--- src/rtl/alu_pkg.sv ---
// ALU encoding package for the ID/EX operand stage.
// Contents:
//   alu_fn_t   - abstract ALU function codes that decode produces
//   ALUOP_*    - 3-bit ALUOp encodings
//   CRUFT_*    - 2-bit ALUCruft encodings, including the shift variants
//   alu_ctl_t  - mapped control: ALUOp, ALUCruft and the A/B swap flag
//   alu_map()  - function code -> alu_ctl_t table
package alu_pkg;

    typedef enum logic [3:0] {
        FN_ADD = 4'd0,
        FN_SUB = 4'd1,
        FN_AND = 4'd2,
        FN_OR  = 4'd3,
        FN_XOR = 4'd4,
        FN_SEQ = 4'd5,
        FN_SNE = 4'd6,
        FN_SLT = 4'd7,
        FN_SGE = 4'd8,
        FN_SGT = 4'd9,
        FN_SLE = 4'd10,
        FN_SLL = 4'd11,
        FN_SRL = 4'd12,
        FN_SRA = 4'd13
    } alu_fn_t;

    localparam logic [2:0] ALUOP_SHIFT = 3'b000;
    localparam logic [2:0] ALUOP_AND   = 3'b001;
    localparam logic [2:0] ALUOP_OR    = 3'b010;
    localparam logic [2:0] ALUOP_XOR   = 3'b011;
    localparam logic [2:0] ALUOP_ADD   = 3'b100;
    localparam logic [2:0] ALUOP_EQ    = 3'b101;
    localparam logic [2:0] ALUOP_LT    = 3'b110;

    // Adder/comparator cruft: bit 1 selects subtract / "true" sense.
    localparam logic [1:0] CRUFT_NONE  = 2'b00;
    localparam logic [1:0] CRUFT_SUB   = 2'b10;

    // Shifter cruft: direction and arithmetic fill.
    localparam logic [1:0] CRUFT_SLL   = 2'b00;
    localparam logic [1:0] CRUFT_SRL   = 2'b10;
    localparam logic [1:0] CRUFT_SRA   = 2'b11;

    typedef struct packed {
        logic [2:0] op;
        logic [1:0] cruft;
        logic       swap;   // present B as A and A as B
    } alu_ctl_t;

    // SGT/SLE have no native encoding: they reuse SLT/SGE with swapped
    // operands. Unused codes fall back to ADD so the ALU never sees junk.
    function automatic alu_ctl_t alu_map(input logic [3:0] fn);
        alu_ctl_t c;
        c = '{op: ALUOP_ADD, cruft: CRUFT_NONE, swap: 1'b0};
        case (fn)
            FN_ADD: c = '{op: ALUOP_ADD,   cruft: CRUFT_NONE, swap: 1'b0};
            FN_SUB: c = '{op: ALUOP_ADD,   cruft: CRUFT_SUB,  swap: 1'b0};
            FN_AND: c = '{op: ALUOP_AND,   cruft: CRUFT_NONE, swap: 1'b0};
            FN_OR:  c = '{op: ALUOP_OR,    cruft: CRUFT_NONE, swap: 1'b0};
            FN_XOR: c = '{op: ALUOP_XOR,   cruft: CRUFT_NONE, swap: 1'b0};
            FN_SEQ: c = '{op: ALUOP_EQ,    cruft: CRUFT_SUB,  swap: 1'b0};
            FN_SNE: c = '{op: ALUOP_EQ,    cruft: CRUFT_NONE, swap: 1'b0};
            FN_SLT: c = '{op: ALUOP_LT,    cruft: CRUFT_SUB,  swap: 1'b0};
            FN_SGE: c = '{op: ALUOP_LT,    cruft: CRUFT_NONE, swap: 1'b0};
            FN_SGT: c = '{op: ALUOP_LT,    cruft: CRUFT_SUB,  swap: 1'b1};
            FN_SLE: c = '{op: ALUOP_LT,    cruft: CRUFT_NONE, swap: 1'b1};
            FN_SLL: c = '{op: ALUOP_SHIFT, cruft: CRUFT_SLL,  swap: 1'b0};
            FN_SRL: c = '{op: ALUOP_SHIFT, cruft: CRUFT_SRL,  swap: 1'b0};
            FN_SRA: c = '{op: ALUOP_SHIFT, cruft: CRUFT_SRA,  swap: 1'b0};
            default: c = '{op: ALUOP_ADD,  cruft: CRUFT_NONE, swap: 1'b0};
        endcase
        return c;
    endfunction

endpackage

--- src/rtl/ex_operand_stage_fwd_mux.sv ---
// Per-operand forwarding mux.
// Ports:
//   rs                     - held source register number
//   held_val               - register-file value captured with the instruction
//   exm_wen/exm_rd/exm_val - EX/MEM write-back candidate (highest priority)
//   mwb_wen/mwb_rd/mwb_val - MEM/WB write-back candidate
//   val                    - resolved operand
// Register 0 is hard-wired zero, so it is never forwarded.
module fwd_mux #(
    parameter int XLEN = 32,
    parameter int REGW = 5
) (
    input  logic [REGW-1:0] rs,
    input  logic [0:XLEN-1] held_val,
    input  logic            exm_wen,
    input  logic [REGW-1:0] exm_rd,
    input  logic [0:XLEN-1] exm_val,
    input  logic            mwb_wen,
    input  logic [REGW-1:0] mwb_rd,
    input  logic [0:XLEN-1] mwb_val,
    output logic [0:XLEN-1] val
);
    logic rs_nz;
    assign rs_nz = (rs != '0);

    always_comb begin
        val = held_val;
        if (exm_wen && exm_rd == rs && rs_nz)
            val = exm_val;
        else if (mwb_wen && mwb_rd == rs && rs_nz)
            val = mwb_val;
    end
endmodule

--- src/rtl/ex_operand_stage.sv ---
// ID/EX pipeline register in front of the ALU.
// Captures one decoded instruction per cycle, forwards EX/MEM and MEM/WB
// results into the held operands, stalls one cycle on load-use, and maps
// the abstract function code onto ALUOp/ALUCruft (with A/B swap for
// SGT/SLE).
// Ports:
//   clk, reset_n                 - clock, async active-low reset
//   in_*                         - decoded instruction from decode; in_ready
//                                  is the accept handshake back to decode
//   exm_*, mwb_*                 - forwarding sources
//   ex_hold, flush               - downstream back-pressure, branch squash
//   out_valid, alu_a/b/op/cruft  - ALU inputs
//   out_rd, out_wen, out_is_load - side-band carried to later stages
module ex_operand_stage
    import alu_pkg::*;
#(
    parameter int XLEN = 32,
    parameter int REGW = 5
) (
    input  logic            clk,
    input  logic            reset_n,
    input  logic            in_valid,
    output logic            in_ready,
    input  logic [3:0]      in_fn,
    input  logic [REGW-1:0] in_rs1,
    input  logic [REGW-1:0] in_rs2,
    input  logic [0:XLEN-1] in_rs1_val,
    input  logic [0:XLEN-1] in_rs2_val,
    input  logic [0:XLEN-1] in_imm,
    input  logic            in_use_imm,
    input  logic [REGW-1:0] in_rd,
    input  logic            in_wen,
    input  logic            in_is_load,
    input  logic            exm_wen,
    input  logic [REGW-1:0] exm_rd,
    input  logic [0:XLEN-1] exm_val,
    input  logic            mwb_wen,
    input  logic [REGW-1:0] mwb_rd,
    input  logic [0:XLEN-1] mwb_val,
    input  logic            ex_hold,
    input  logic            flush,
    output logic            out_valid,
    output logic [0:XLEN-1] alu_a,
    output logic [0:XLEN-1] alu_b,
    output logic [2:0]      alu_op,
    output logic [1:0]      alu_cruft,
    output logic [REGW-1:0] out_rd,
    output logic            out_wen,
    output logic            out_is_load
);
    // Held instruction
    logic            valid;
    logic [3:0]      fn;
    logic [REGW-1:0] rs1, rs2, rd;
    logic [0:XLEN-1] rs1_val, rs2_val, imm;
    logic            use_imm, wen, is_load;

    logic            load_use, accept;
    logic [0:XLEN-1] fwd1, fwd2, b_sel;
    alu_ctl_t        ctl;

    // A load's data is not available until MEM/WB, so a consumer directly
    // behind it must wait one cycle. rs2 only counts when it is really read.
    assign load_use = valid & is_load & wen & (rd != '0) &
                      ((rd == in_rs1) | ((rd == in_rs2) & ~in_use_imm));
    assign in_ready = ~ex_hold & ~load_use;
    assign accept   = in_valid & in_ready;

    always_ff @(posedge clk or negedge reset_n) begin
        if (!reset_n) begin
            valid   <= 1'b0;
            fn      <= '0;
            rs1     <= '0;
            rs2     <= '0;
            rs1_val <= '0;
            rs2_val <= '0;
            imm     <= '0;
            use_imm <= 1'b0;
            rd      <= '0;
            wen     <= 1'b0;
            is_load <= 1'b0;
        end else if (flush) begin
            valid <= 1'b0;
        end else if (!ex_hold) begin
            // A load-use stall lands here with accept=0: the bubble.
            valid <= accept;
            if (accept) begin
                fn      <= in_fn;
                rs1     <= in_rs1;
                rs2     <= in_rs2;
                rs1_val <= in_rs1_val;
                rs2_val <= in_rs2_val;
                imm     <= in_imm;
                use_imm <= in_use_imm;
                rd      <= in_rd;
                wen     <= in_wen;
                is_load <= in_is_load;
            end
        end
    end

    fwd_mux #(.XLEN(XLEN), .REGW(REGW)) u_fwd_a (
        .rs(rs1), .held_val(rs1_val),
        .exm_wen(exm_wen), .exm_rd(exm_rd), .exm_val(exm_val),
        .mwb_wen(mwb_wen), .mwb_rd(mwb_rd), .mwb_val(mwb_val),
        .val(fwd1)
    );

    fwd_mux #(.XLEN(XLEN), .REGW(REGW)) u_fwd_b (
        .rs(rs2), .held_val(rs2_val),
        .exm_wen(exm_wen), .exm_rd(exm_rd), .exm_val(exm_val),
        .mwb_wen(mwb_wen), .mwb_rd(mwb_rd), .mwb_val(mwb_val),
        .val(fwd2)
    );

    assign ctl   = alu_map(fn);
    assign b_sel = use_imm ? imm : fwd2;

    always_comb begin
        // Swap happens last so immediate forms of SGT/SLE work too.
        alu_a = ctl.swap ? b_sel : fwd1;
        alu_b = ctl.swap ? fwd1  : b_sel;

        // Idle slots present a harmless ADD; while reset is asserted the
        // control lines are driven all-zero.
        if (!reset_n) begin
            alu_op    = 3'b000;
            alu_cruft = 2'b00;
        end else if (valid) begin
            alu_op    = ctl.op;
            alu_cruft = ctl.cruft;
        end else begin
            alu_op    = ALUOP_ADD;
            alu_cruft = CRUFT_NONE;
        end
    end

    assign out_valid   = valid;
    assign out_rd      = rd;
    assign out_wen     = valid & wen;
    assign out_is_load = valid & is_load;

endmodule

--- config.mk ---
export PLATFORM = sky130hd
export DESIGN_NAME = ex_operand_stage
export DESIGN_NICKNAME = d
export VERILOG_FILES = /design/src/rtl/alu_pkg.sv /design/src/rtl/ex_operand_stage_fwd_mux.sv /design/src/rtl/ex_operand_stage.sv
export SDC_FILE = /design/constraint.sdc
export NUM_CORES = 1
export LEC_CHECK = 0
export CORE_MARGIN = 2
export CORE_UTILIZATION = 30
export CTS_CLUSTER_SIZE = 14
export DETAILED_ROUTE_END_ITERATION = 10
export GPL_ROUTABILITY_DRIVEN = 0
export SLEW_MARGIN = 10
export SYNTH_ARGS = -nofsm -noshare
export SYNTH_HDL_FRONTEND = slang
export SYNTH_SLANG_ARGS = --single-unit
--- constraint.sdc ---
create_clock -name clk -period 3.8 [get_ports clk]
set_input_delay 0.76 -clock clk [delete_from_list [all_inputs] [get_ports clk]]
set_output_delay 0.76 -clock clk [all_outputs]
set_load 0.005 [all_outputs]
Word-level counts from Yosys, hierarchy flattened
Memory sizes are Yosys's and may differ from the RTL's.
Index checks and enable logic that the tools add are counted.
Widths: inputs -> output; s select.
{"block": "totals", "memories": 1, "reg_bits": 119, "rom_bits": 96, "wordCells": 57, "out_inout_bits": 78, "input_bits": 199}
{"memory": "(no name shown)", "words": 16, "word_bits": 6, "read_ports": 1, "rd_ports_with_merged_regs": 0, "wr": 0, "line": "alu_pkg.sv:55", "text": "case (fn)"}
{"block": "op_classes", "reduce_logical": 12, "n_mux": 13, "n_eq_ne": 7, "bitwise_logic": 13}
{"cell": "$mux 32", "count": 7}
{"cell": "$eq 5x5->1", "count": 6}
{"cell": "$reduce_bool 5->1", "count": 3}
{"cell": "$and 1x1->1", "count": 8}
{"cell": "$logic_and 1x1->1", "count": 8}
{"cell": "$mux 3", "count": 2}
{"cell": "$mux 2", "count": 2}
{"cell": "$not 1->1", "count": 4}
{"cell": "$reduce_and 3->1", "count": 1}
{"cell": "$mux 1", "count": 2}
{"cell": "$ne 2x1->1 const B", "count": 1}
{"cell": "$or 1x1->1", "count": 1}

Depth between registers and ports, before layout
{"block": "depth", "depth_word": 9, "mapped_depth": 9, "mapped_depth_nobuf": 6}

Cells and area by module
Synthesis repeated with hierarchy kept, for this count alone.
{"block": "hier_totals", "hier_cells": 880, "hier_area_um2": 8588.2}
{"mod": "ex_operand_stage", "cells_each": 484, "seq_area_each_um2": 2977.9, "instances": 1, "area_each_um2": 6281.0}
{"mod": "fwd_mux", "cells_each": 198, "seq_area_each_um2": 0.0, "instances": 2, "area_each_um2": 1153.6}

Worst setup path before layout
OpenSTA, ideal clock, no wires.
{"block": "synth_path", "path_type": "in2out", "start": "input mwb_rd[4]", "end": "output alu_a[0] (netlist name)", "t_arrival_ns": 2.568, "t_required_ns": 3.040, "cell_stages": 6, "path_slack_ns": 0.472, "path_buffers": 1, "cell_sequence": "xnor2_1 nand4_1 nor4_1 clkbuf_1 mux2_2 a221o_1"}
{"block": "synth_via", "elab_chain_len": 7, "word_cells_on_any_way": 12, "classes_between": "2 x eq/ne; 6 x mux; 4 x reduce/logical"}
{"element": "start: declaration", "line": "ex_operand_stage.sv:38", "text": "input logic [REGW-1:0] mwb_rd,"}
{"element": "$eq 5x5->1", "line": "ex_operand_stage_fwd_mux.sv:30", "text": "else if (mwb_wen && mwb_rd == rs && rs_nz)"}
{"element": "$logic_and 1x1->1 (2 in a row)", "line": "ex_operand_stage_fwd_mux.sv:30"}
{"element": "$mux 32", "line": "ex_operand_stage_fwd_mux.sv:30"}
{"element": "$mux 32", "line": "ex_operand_stage_fwd_mux.sv:28", "text": "if (exm_wen && exm_rd == rs && rs_nz)"}
{"element": "$mux 32", "line": "ex_operand_stage.sv:117", "text": "assign b_sel = use_imm ? imm : fwd2;"}
{"element": "$mux 32 (*)", "line": "ex_operand_stage.sv:121", "text": "alu_a = ctl.swap ? b_sel : fwd1;"}
{"element": "end: declaration", "line": "ex_operand_stage.sv:43", "text": "output logic [0:XLEN-1] alu_a,"}
Every way passes the cells marked *; elsewhere a longest branch is shown, timed or not.

Worst setup path after layout
{"block": "layout_path", "start": "input exm_rd[1]", "end": "output alu_b[9] (netlist name)"}
{"block": "layout_via", "elab_chain_len": 6, "word_cells_on_any_way": 10, "classes_between": "2 x eq/ne; 4 x mux; 4 x reduce/logical"}
{"element": "start: declaration", "line": "ex_operand_stage.sv:35", "text": "input logic [REGW-1:0] exm_rd,"}
{"element": "$eq 5x5->1", "line": "ex_operand_stage_fwd_mux.sv:28"}
{"element": "$logic_and 1x1->1 (2 in a row)", "line": "ex_operand_stage_fwd_mux.sv:28"}
{"element": "$mux 32", "line": "ex_operand_stage_fwd_mux.sv:28"}
{"element": "$mux 32", "line": "ex_operand_stage.sv:117"}
{"element": "$mux 32 (*)", "line": "ex_operand_stage.sv:122", "text": "alu_b = ctl.swap ? fwd1 : b_sel;"}
{"element": "end: declaration", "line": "ex_operand_stage.sv:44", "text": "output logic [0:XLEN-1] alu_b,"}
Marks and branches as above.

==> results.ini <==
[detailed_routing]
finalWirelength_um=30100
dr.pass1.iters=5
drtIter0Drc=480
drc=0
ant_nets=0
viasPerCell=5.51
vias=7289
wl_per_cell_um=22.7

[setup_path]
cp_slowest_stage_delay_ns=0.53
worstReg2RegStart=out_rd[1]
setup.worst_path.class=in2out
critPathArrivalTime_ns=2.96
path_max_fanout=7
crit_path_cell_trace=clkdlybuf4s50_1 -> xnor2_1 -> o211ai_1 -> buf_4 -> buf_4 -> nor4_4 -> buf_6 -> buf_12 -> a22o_1 -> a221o_1 -> dlygate4sd2_1
slowest_stage=clkdlybuf4s50_1
end_kind=output pin
critPathRequiredTime_ns=3.04
rr_endpoint=rs1_val[22]
worstSetupStartpointType=primary input
reg2regPathDepth=5
reg2reg_setup_slack_ns=1.04
cp_common_cell=buf_4

[global_route]
grt-ovfl-total=0
grt_use_total=0.223
grt_pass1_wl_um=44900
antenna_found_initial=1
grt_max_degree=64
grt_pass1_vias=7534

[synthesis]
synth.area.top_cells=dfrtp_1 40%, mux2_2 19%, a221o_1 8.5%
ys_warn_count=0
synthAdderAreaFrac=0.00665
ys_ff_latch=119
yosysMostFrequentCell=mux2_2
synth_area_sq_mm=0.00753
synth-edff-count=0
synth.distinct_cells=35
synthMuxAreaShare=0.228
yosysTopAreaCell=dfrtp_1
synth-async-reset-ratio=1.00
synth_top_family_by_area=multiplexers
synthCells=686
avgSynthCellArea_sq_um=11.0
synthFlopType=dfrtp_1
yosys.area_share.simple=0.0696
synth_compound_gate_area_share=0.226
yosysSeqAreaShare=0.396
synthesis.nets=889
synth_xor_xnor_area_share=0.0349
synth_top_area_share=0.396
synth_common_cells=130 x mux2_2, 119 x dfrtp_1, 65 x a22o_1, 64 x a221o_1, 53 x clkbuf_1

[placed_design]
io_buffers=276
dp.cells=1270
place.detailed.hpwl_um=20700

[timing]
slew_viol_final=0
fin_crit_ns=3.72
maxClockFrequency_ghz=0.269
tns_ns=0
hold_violations=0
slew_headroom=0.528
worst_slew_pin_slew_ns=0.709
period_share=0.979
rsz0062_at_grt=true
skew_ns=0.00985
setup_viol=0

[floorplan]
die_w_um=162
io_pins=277
dieArea_sq_mm=0.0264
coreArea_sq_mm=0.0245
chipHeight_um=162
initial_core_util=0.308
std_cell_rows=57

[power_and_ir_drop]
vdd_drop_max_uv=286
power.leakage_nw=4.73
power_per_cell_area_mw_per_mm2=474

[clock_tree]
cts_tree=yes
h-tree-depth=4
clock_latency_ns=0.42
clock-sinks=119
clk_pin_slew_ns=0.06
cts-root-buf=clkbuf_16
numCtsBuffers=17
hold_buffers=0
clockBufferDepth=2

[cells_and_area]
drive_gt1_frac=0.267
diodes=0
area_delta_synth_final_pct=58.3
fin_util=0.487
nets=1190
finalNonFillerCells=1324

[outcome]
status=finished, final reports clean

[min_path]
worstHoldPathType=in2async

[job]
cap_violations=0

## cells by family after synthesis
group,count (synthesis)
adders and majority gates,4
AOI/OAI and AO/OA,208
buffers and inverters,72
xor gates and xnor gates,30
muxes,153
and+or+nand+nor,100
DFF,119
## sequential cells by signal, indices dropped and copies added, names as in the netlist
signal / flops
rs1_val: 32
out_valid: 1
fn: 4
rs1: 5
imm: 32
out_rd: 5
wen: 1
rs2_val: 32
is_load: 1
use_imm: 1
rs2: 5
## layer usage
metal,vias up,share of wire,track usage
met5,-,0.00037,0
met2,381,0.47,0.370
met1,3526,0.43,0.285
met4,2,0.020,0.0716
li1,3332,-,-
met3,48,0.081,0.0560
## report_power, final
part / switching (mW) / internal [mW] / leakage, nW
sequential: 0.193 / 1.51 / 1.41
combinational: 0.951 / 1.24 / 3.03
clock: 0.658 / 1.10 / 0.294
## placed cells by master (no fill, tap or decap), types with 3 or more instances in the layout
| cell type | netlist | final |
|---|---|---|
| clkdlybuf4s15_1 | 0 | 22 |
| mux2_1 | 20 | 20 |
| o211ai_1 | 5 | 5 |
| clkdlybuf4s50_1 | 0 | 205 |
| xor2_1 | 12 | 12 |
| inv_1 | 4 | 4 |
| buf_4 | 2 | 41 |
| dfrtp_1 | 119 | 119 |
| buf_12 | 0 | 19 |
| clkinvlp_4 | 0 | 4 |
| a22o_1 | 65 | 65 |
| buf_6 | 0 | 11 |
| mux2i_1 | 3 | 3 |
| nand3_1 | 33 | 33 |
| bufinv_16 | 0 | 4 |
| o21ai_0 | 33 | 31 |
| nor2_1 | 8 | 6 |
| a31oi_1 | 32 | 32 |
| nor4_4 | 0 | 3 |
| ha_1 | 4 | 4 |
| and2_1 | 5 | 3 |
| xnor2_1 | 18 | 18 |
| a221o_1 | 64 | 64 |
| dlygate4sd2_1 | 0 | 30 |
| mux2_2 | 130 | 125 |
| buf_2 | 13 | 16 |
| inv_6 | 0 | 3 |
| mux2_4 | 0 | 5 |
| clkbuf_16 | 0 | 17 |
| nor3_1 | 36 | 34 |
| nand4_1 | 4 | 4 |
| a21oi_1 | 3 | 3 |
## how the worst max path moves through the flow
stage	slack [ns]	cells past startpoint	startpoint	to
6_report	0.08	11	exm_rd[1]	alu_b[9]
5_1_grt	-0.009	10	rs2[1]	alu_b[6]
4_1_cts	-0.03	11	mwb_rd[0]	alu_b[7]
3_5_place_dp	-0.40	9	mwb_rd[0]	alu_b[14]
3_3_place_gp	-0.34	9	mwb_rd[4]	alu_b[16]
2_1_floorplan	0.47	6	mwb_rd[4]	alu_a[0]
## cell type report
class,count,area [sq um]
Multi-Input combinational cell,495,4370
Fill cell,2305,12500
Sequential cell,119,2980
Timing Repair Buffer,350,3520
Clock inverter,14,199
Inverter,4,15.0
Clock buffer,18,429
Tap cell,324,405
## critical path: cells and delay by family
family / cells / cell delay [ns]
buffers and inverters: 6 / 1.39
AOI/OAI and AO/OA: 3 / 0.38
and+or+nand+nor: 1 / 0.28
xor gates and xnor gates: 1 / 0.14
## metrics by stage
stage / cell area (sq um) / hold WS, ns / setup slack (ns) / power (mW)
after floorplan: 7530 / 0.454 / 0.472 / 2.75
after global placement: 11100 / 0.467 / -0.342 / 3.99
after detailed placement: 11100 / 0.472 / -0.401 / 4.01
after CTS: 11800 / 0.183 / -0.0315 / 5.67
after global routing: 11900 / 0.194 / -0.00949 / 5.93
final: 11900 / 0.191 / 0.0800 / 5.65
## timing repair
action | CTS | global route
gates resized for setup | 160 | 17
pin swaps | 28 | 7
setup buffers | 15 | 4
setup endpoints to repair | 64 | 64
endpoints found under the hold margin | 0 | 0
gates cloned | 2 | 1
No activity file was read; power rests on OpenSTA's default activity.
